==> config.mk <==
export PLATFORM = sky130hd
export DESIGN_NAME = imem_prefetch
export DESIGN_NICKNAME = d
export VERILOG_FILES = /design/src/rtl/proc_fetch_pkg.sv /design/src/rtl/fetch_fifo.sv /design/src/rtl/imem_prefetch.sv
export SDC_FILE = /design/constraint.sdc
export NUM_CORES = 1
export LEC_CHECK = 0
export ABC_CLOCK_PERIOD_IN_PS = 22000
export CAP_MARGIN = 20
export CORE_MARGIN = 2
export CORE_UTILIZATION = 56
export DETAILED_ROUTE_END_ITERATION = 8
export PLACE_DENSITY = 0.77
export SLEW_MARGIN = 20
export SYNTH_ARGS = -nofsm -noshare
export SYNTH_HDL_FRONTEND = slang
export SYNTH_HIERARCHICAL = 1
export SYNTH_SLANG_ARGS = --single-unit
==> constraint.sdc <==
create_clock -name clock -period 22 [get_ports clock]
set_input_delay 6.6 -clock clock [delete_from_list [all_inputs] [get_ports clock]]
set_output_delay 6.6 -clock clock [all_outputs]
set_load 0.01 [all_outputs]
==> src/rtl/proc_fetch_pkg.sv <==
// ============================================================================
// proc_fetch_pkg : shared types and constants for the instruction prefetch path
// Rev 1.0
// ============================================================================
`default_nettype none

package proc_fetch_pkg;

    localparam int          FETCH_DEPTH = 4;
    localparam logic [31:0] NOP_INSN    = 32'h0;

    typedef struct packed {
        logic [31:0] pc;
        logic [31:0] insn;
    } fetch_entry_t;

    localparam int ENTRY_W = $bits(fetch_entry_t);

endpackage

`default_nettype wire

==> src/rtl/fetch_fifo.sv <==
// ============================================================================
// fetch_fifo : synchronous {pc, insn} FIFO with push, pop, flush, occupancy
// Rev 1.0
// ============================================================================
`default_nettype none

module fetch_fifo
    import proc_fetch_pkg::*;
#(
    parameter int DEPTH = FETCH_DEPTH
) (
    input  logic                         clock,
    input  logic                         reset,
    input  logic                         push_i,
    input  logic [ENTRY_W-1:0]           push_data_i,
    input  logic                         pop_i,
    input  logic                         flush_i,
    output logic [ENTRY_W-1:0]           head_o,
    output logic [$clog2(DEPTH+1)-1:0]   count_o
);

    localparam int CW = $clog2(DEPTH + 1);
    localparam int PW = $clog2(DEPTH);

    fetch_entry_t   mem_q [DEPTH];
    logic [PW-1:0]  wr_ptr_q, wr_ptr_d;
    logic [PW-1:0]  rd_ptr_q, rd_ptr_d;
    logic [CW-1:0]  count_q, count_d;

    // Flush wins over push and pop; pointers wrap naturally since DEPTH is a power of two.
    always_comb begin
        wr_ptr_d = wr_ptr_q;
        rd_ptr_d = rd_ptr_q;
        count_d  = count_q;
        if (flush_i) begin
            wr_ptr_d = '0;
            rd_ptr_d = '0;
            count_d  = '0;
        end else begin
            if (push_i) wr_ptr_d = wr_ptr_q + PW'(1);
            if (pop_i)  rd_ptr_d = rd_ptr_q + PW'(1);
            count_d = count_q + CW'(push_i) - CW'(pop_i);
        end
    end

    always_ff @(posedge clock or posedge reset) begin
        if (reset) begin
            for (int i = 0; i < DEPTH; i++) begin
                mem_q[i] <= '{pc: 32'h0, insn: NOP_INSN};
            end
            wr_ptr_q <= '0;
            rd_ptr_q <= '0;
            count_q  <= '0;
        end else begin
            if (push_i && !flush_i) begin
                mem_q[wr_ptr_q] <= fetch_entry_t'(push_data_i);
            end
            wr_ptr_q <= wr_ptr_d;
            rd_ptr_q <= rd_ptr_d;
            count_q  <= count_d;
        end
    end

    assign head_o  = mem_q[rd_ptr_q];
    assign count_o = count_q;

endmodule

`default_nettype wire

==> src/rtl/imem_prefetch.sv <==
// ============================================================================
// imem_prefetch : fetch PC, credit-limited imem reads, redirect flush, decode handshake
// Rev 1.0
// ============================================================================
`default_nettype none

module imem_prefetch
    import proc_fetch_pkg::*;
#(
    parameter int DEPTH = FETCH_DEPTH
) (
    input  logic        clock,
    input  logic        reset,
    output logic [31:0] address_imem,
    input  logic [31:0] q_imem,
    input  logic        redirect,
    input  logic [31:0] redirect_pc,
    output logic        insn_valid,
    input  logic        insn_ready,
    output logic [31:0] insn,
    output logic [31:0] insn_pc
);

    localparam int CW = $clog2(DEPTH + 1);

    logic [31:0]        fetch_pc_q, fetch_pc_d;
    logic [31:0]        req_pc_q, req_pc_d;
    logic               req_valid_q, req_valid_d;
    logic [CW-1:0]      w_count;
    logic               w_issue;
    logic               w_pop;
    logic               w_push;
    fetch_entry_t       w_push_entry;
    logic [ENTRY_W-1:0] w_head;
    fetch_entry_t       w_head_entry;

    // Credit ignores a same-cycle pop so insn_ready never reaches the imem address.
    always_comb begin
        address_imem = redirect ? redirect_pc : fetch_pc_q;
        w_issue      = redirect | ((32'(w_count) + 32'(req_valid_q)) < 32'(DEPTH));
        insn_valid   = (w_count != '0) & ~redirect;
        w_pop        = insn_valid & insn_ready;
        w_push       = req_valid_q & ~redirect;
        w_push_entry = '{pc: req_pc_q, insn: q_imem};

        fetch_pc_d  = fetch_pc_q;
        req_pc_d    = req_pc_q;
        req_valid_d = w_issue;
        if (w_issue) begin
            fetch_pc_d = address_imem + 32'd1;
            req_pc_d   = address_imem;
        end
    end

    always_ff @(posedge clock or posedge reset) begin
        if (reset) begin
            fetch_pc_q  <= 32'h0;
            req_pc_q    <= 32'h0;
            req_valid_q <= 1'b0;
        end else begin
            fetch_pc_q  <= fetch_pc_d;
            req_pc_q    <= req_pc_d;
            req_valid_q <= req_valid_d;
        end
    end

    fetch_fifo #(
        .DEPTH (DEPTH)
    ) u_fifo (
        .clock       (clock),
        .reset       (reset),
        .push_i      (w_push),
        .push_data_i (w_push_entry),
        .pop_i       (w_pop),
        .flush_i     (redirect),
        .head_o      (w_head),
        .count_o     (w_count)
    );

    assign w_head_entry = fetch_entry_t'(w_head);
    assign insn         = w_head_entry.insn;
    assign insn_pc      = w_head_entry.pc;

endmodule

`default_nettype wire
## Yosys cells after proc, flatten, opt, wreduce, memory -nomap -nowiden

Cells that the tools add are included.

- Output and inout port bits: 97
- Logic and storage cells: 49
- Register bits: 328

- $add $sub $neg: 6
- $lt $le $gt $ge: 4
- Bitwise gates (word level): 7
- Multiplexer cells: 12
- Reductions and logical operators: 6

Operators by type and width:

| operator | number |
|---|---|
| 256-bit bitwise mux | 1 |
| 64-bit 2-to-1 mux | 3 |
| 64-bit binary-select mux with 2-bit select | 1 |
| 64-bit demux with 2-bit select | 1 |
| 32-bit by 1-bit adder with 32-bit output, second input constant | 1 |
| 32-bit 2-to-1 mux | 1 |
| 2-bit 2-to-1 mux | 4 |
| 3-bit >= comparator, second input constant | 2 |
| 2-bit inverter with 3-bit output | 2 |
| 2-bit by 1-bit adder with 2-bit output, second input constant | 2 |
| 3-bit by 1-bit adder with 4-bit output | 1 |
| 4-bit by 3-bit < comparator with 1-bit output, second input constant | 1 |
| 2-bit nonzero test | 2 |
| 3-bit by 1-bit adder with 3-bit output | 1 |
| 1-bit AND | 3 |
| 3-bit by 1-bit < comparator with 1-bit output, second input constant | 1 |
| 3-bit 2-to-1 mux | 1 |
| 3-bit nonzero test | 1 |
| 3-bit by 1-bit subtractor with 3-bit output | 1 |
| 1-bit logical AND | 2 |
| 1-bit logical NOT | 1 |
| 1-bit inverter | 1 |
| 1-bit OR | 1 |

## Depth between registers and ports, before layout

- Depth after elaboration: 6
- Depth in mapped cells: 13
- Depth with buffers taken out: 10

## By module

The synthesis kept the hierarchy.

By module, submodules not included:

| module | area an instance (um^2) | cells an instance | instances | sequential area each (um^2) |
|---|---|---|---|---|
| fetch_fifo | 12575.8 | 658 | 1 | 6581.3 |
| imem_prefetch | 3754.9 | 420 | 1 | 1626.6 |

## Least setup slack after synthesis

No wires, ideal clock.

- Path kind: input -> output
- Start point: input port redirect
- End point: output port address_imem[12]
- Arrival time: 7648 ps
- Stages on the path: 6
- Buffers on the path: 4
- Path slack: 7752 ps
- Path through: buf_6 -> buf_6 -> buf_2 -> buf_2 -> mux2i_1 -> inv_1

- Word-level cells in the longest chain between the ends: 1

RTL lines:

| item | line | text |
|---|---|---|
| start, declared | imem_prefetch.sv:16 | `input logic redirect,` |
| 32-bit 2-to-1 mux | imem_prefetch.sv:39 | `address_imem = redirect ? redirect_pc : fetch_pc_q;` |
| end, declared | imem_prefetch.sv:14 | `output logic [31:0] address_imem,` |

Every way passes these cells.

## Worst setup path after layout

- Start point: input port redirect
- End point: output port address_imem[16]

Same word-level chain as after synthesis.

==> flow_summary.json <==
{
  "status": "completed",
  "synth_top_area_share": 0.5026,
  "antenna_found_initial": 0,
  "synth-seq-cells": 328,
  "nFillCells": 2024,
  "vias": 9508,
  "crit_arrival_ps": 8750,
  "drt_iter0_drc": 673,
  "yosysTopAreaCell": "dfrtp_1",
  "cts_resized": 0,
  "grt_pass1_wl_um": 56810,
  "whs_path_depth": 2,
  "cts_num_sinks": 328,
  "die_y_um": 174.8,
  "place.gp.congestion": 0.8833,
  "fin_crit_sh": 0.6977,
  "overflow": 0,
  "final.setup.tns_ps": 0,
  "max_freq_mhz": 65.15,
  "die-area_mm2": 0.03054,
  "cap_violations": 0,
  "yosys.cell_count.top_type": "dfrtp_1",
  "drt_wl_total_um": 34680,
  "dieWidth_um": 174.8,
  "insertion_delay_ps": 530,
  "max_slew_margin": 0.2863,
  "min_path_type": "flop to flop",
  "critPathSlowestCell": "buf_4",
  "min_from": "fetch_pc_q[31]",
  "synthArstFlopShare": 1.000,
  "clk_transition_reported_paths_ps": 60,
  "cts_made_buffers": 37,
  "syn_inst": 1078,
  "area.growth.synth_to_final_pct": 16.92,
  "firstDrtPassIters": 6,
  "yosys.cell_types.count": 51,
  "ys_dominant_reg_cell": "dfrtp_1",
  "drive_gt1_frac": 0.3384,
  "utilization": 0.6652,
  "worstRegToRegCells": 4,
  "grt_max_degree": 127,
  "start_util": 0.5690,
  "ctsHoldBuffers": 0,
  "cts-root-buf": "clkbuf_16",
  "ys_warn_count": 6,
  "min_to": "fetch_pc_q[31]",
  "synth_commonest_cells": "328 x dfrtp_1, 206 x mux2_4, 67 x nor2_1, 64 x mux4_2, 63 x mux2_2",
  "pin_count": 165,
  "rows": 62,
  "port_buffers": 164,
  "grt_usage": 0.2340,
  "fin_crit_ps": 15350,
  "critPathMaxFanout": 87,
  "postSynthAreaPerCell_um2": 15.15,
  "grt_pass1_vias": 10054,
  "syn_nets": 1154,
  "drv_slew": 0,
  "cts.path.max_buffers": 3,
  "post-cts-setup-buffers": 0,
  "worstPathRequired_ps": 15400,
  "clock-skew-final_ps": 31.69,
  "synth-seq-area-share": 0.5026,
  "tightest_slew_ps": 1068,
  "ir_worst_vdd_uv": 85.40,
  "endpoint_kind": "output port",
  "syn_area_mm2": 0.01633,
  "seq_area_mm2": 0.008215,
  "nets": 1303,
  "hold_violations": 0,
  "criticalPathCategory": "input pin to output port",
  "critical_path_buf_inv_count": 4,
  "setup_viol": 0,
  "cp-start-kind": "input pin",
  "cts_tree": "built",
  "synth.area.top_cells": "dfrtp_1 50%, mux2_4 19%, mux4_2 8.8%, mux2_2 4.3%, buf_12 2.2%",
  "reg2reg_from": "req_valid_q",
  "power.density_mw_per_mm2": 137.0,
  "wl_per_cell_um": 21.19,
  "multiInputGateArea_mm2": 0.007297,
  "worstPathCellList": "buf_2 -> buf_4 -> mux2i_1 -> inv_1 -> clkdlybuf4s50_1",
  "dp_hpwl_um": 21460,
  "coreArea_mm2": 0.02870,
  "r2r-end": "u_fifo/mem_q[95]",
  "antennaDiodeCount": 0,
  "slowest_delay_ps": 710,
  "drcViolationCount": 0,
  "synth-edff-count": 0,
  "rrSetupSlack_ps": 18870,
  "viasPerCell": 5.808,
  "rsz0062_at_grt": "false",
  "p_leak_uw": 0.009009,
  "antenna_left": 0,
  "htree_levels": 2,
  "critPathTopFamily": "buffers and inverters"
}
-- sequential cells by signal, summed over array words and instances (netlist names) --
name,flops
fetch_pc_q,32
u_fifo/mem_q,256
req_pc_q,32
u_fifo/wr_ptr_q,2
u_fifo/rd_ptr_q,2
req_valid_q,1
u_fifo/count_o,3
-- routing by layer --
metal,track usage,vias up,share of wire
met5,0,-,0
met4,0.05625,0,0.017
met3,0.03416,50,0.050
met2,0.3618,300,0.47
met1,0.3532,4944,0.47
li1,-,4214,-
-- power breakdown --
group          switching [uW]  internal, uW  leakage, uW  total [uW]
Clock                     246           385     0.000614         631
Sequential                190           867      0.00407        1060
Combinational             328           599      0.00432         926
Total                     764          1850      0.00901        2610
-- tightest hold or removal path, cell delays in order (launching register included) --
cell	delay [ps]
dfrtp_1	350
nand2_1	50
o31ai_1	50
-- kinds of logic (layout without fill, tap and decap cells) --
logic type	after synthesis	in the layout	synth area share
xor gates and xnor gates	20	20	0.01157
adders and majority gates	8	8	0.006589
buffers and inverters	96	271	0.05126
and+or+nand+nor	189	189	0.06014
AOI/OAI and AO/OA	76	76	0.02957
DFF	328	328	0.5026
muxes	361	361	0.3383
-- worst max-delay path by stage --
stage,from,endpoint,slack (ps),cells past startpoint
after floorplan,redirect,address_imem[12],7750,6
after global placement,redirect,address_imem[16],6660,5
after detailed placement,redirect,address_imem[16],6660,5
after CTS,redirect,address_imem[16],6660,5
after global routing,redirect,address_imem[16],6540,5
final,redirect,address_imem[16],6650,5
-- per-stage QoR --
| stage | cell area (um^2) | cells | power [uW] | worst slack [ps] | hold WS (ps) |
|---|---|---|---|---|---|
| 3_5_place_dp | 17840 | 1572 | 1986 | 6658 | 483.0 |
| 3_3_place_gp | 17840 | 1572 | 1952 | 6659 | 475.0 |
| 6_report | 19090 | 1637 | 2615 | 6652 | 493.2 |
| 4_1_cts | 19090 | 1637 | 2635 | 6658 | 500.9 |
| 5_1_grt | 19090 | 1637 | 2755 | 6539 | 516.7 |
| 2_1_floorplan | 16330 | 1078 | 1651 | 7752 | 447.8 |
-- layout by cell type, fill, tap and decap left out, drive strengths merged, types with 7 or more instances in the layout --
cell type / instances
dfrtp: 328
mux2: 269
clkdlybuf4s50: 163
nor2: 67
mux4: 64
clkbuf: 49
nand2: 35
a21oi: 34
inv: 31
mux2i: 28
nand3: 20
nand4: 20
nor3: 14
xnor2: 14
buf: 14
nand3b: 14
o21a: 11
o21ai: 8
clkinv: 8
ha: 7
-- layout make-up --
class | count | area share
Clock buffer | 49 | 0.05518
Clock inverter | 16 | 0.01029
Inverter | 29 | 0.006094
Multi-Input combinational cell | 654 | 0.3822
Sequential cell | 328 | 0.4303
Tap cell | 384 | 0.02516
Timing Repair Buffer | 177 | 0.09083
Note: power is estimated with default switching activity, not from simulation.
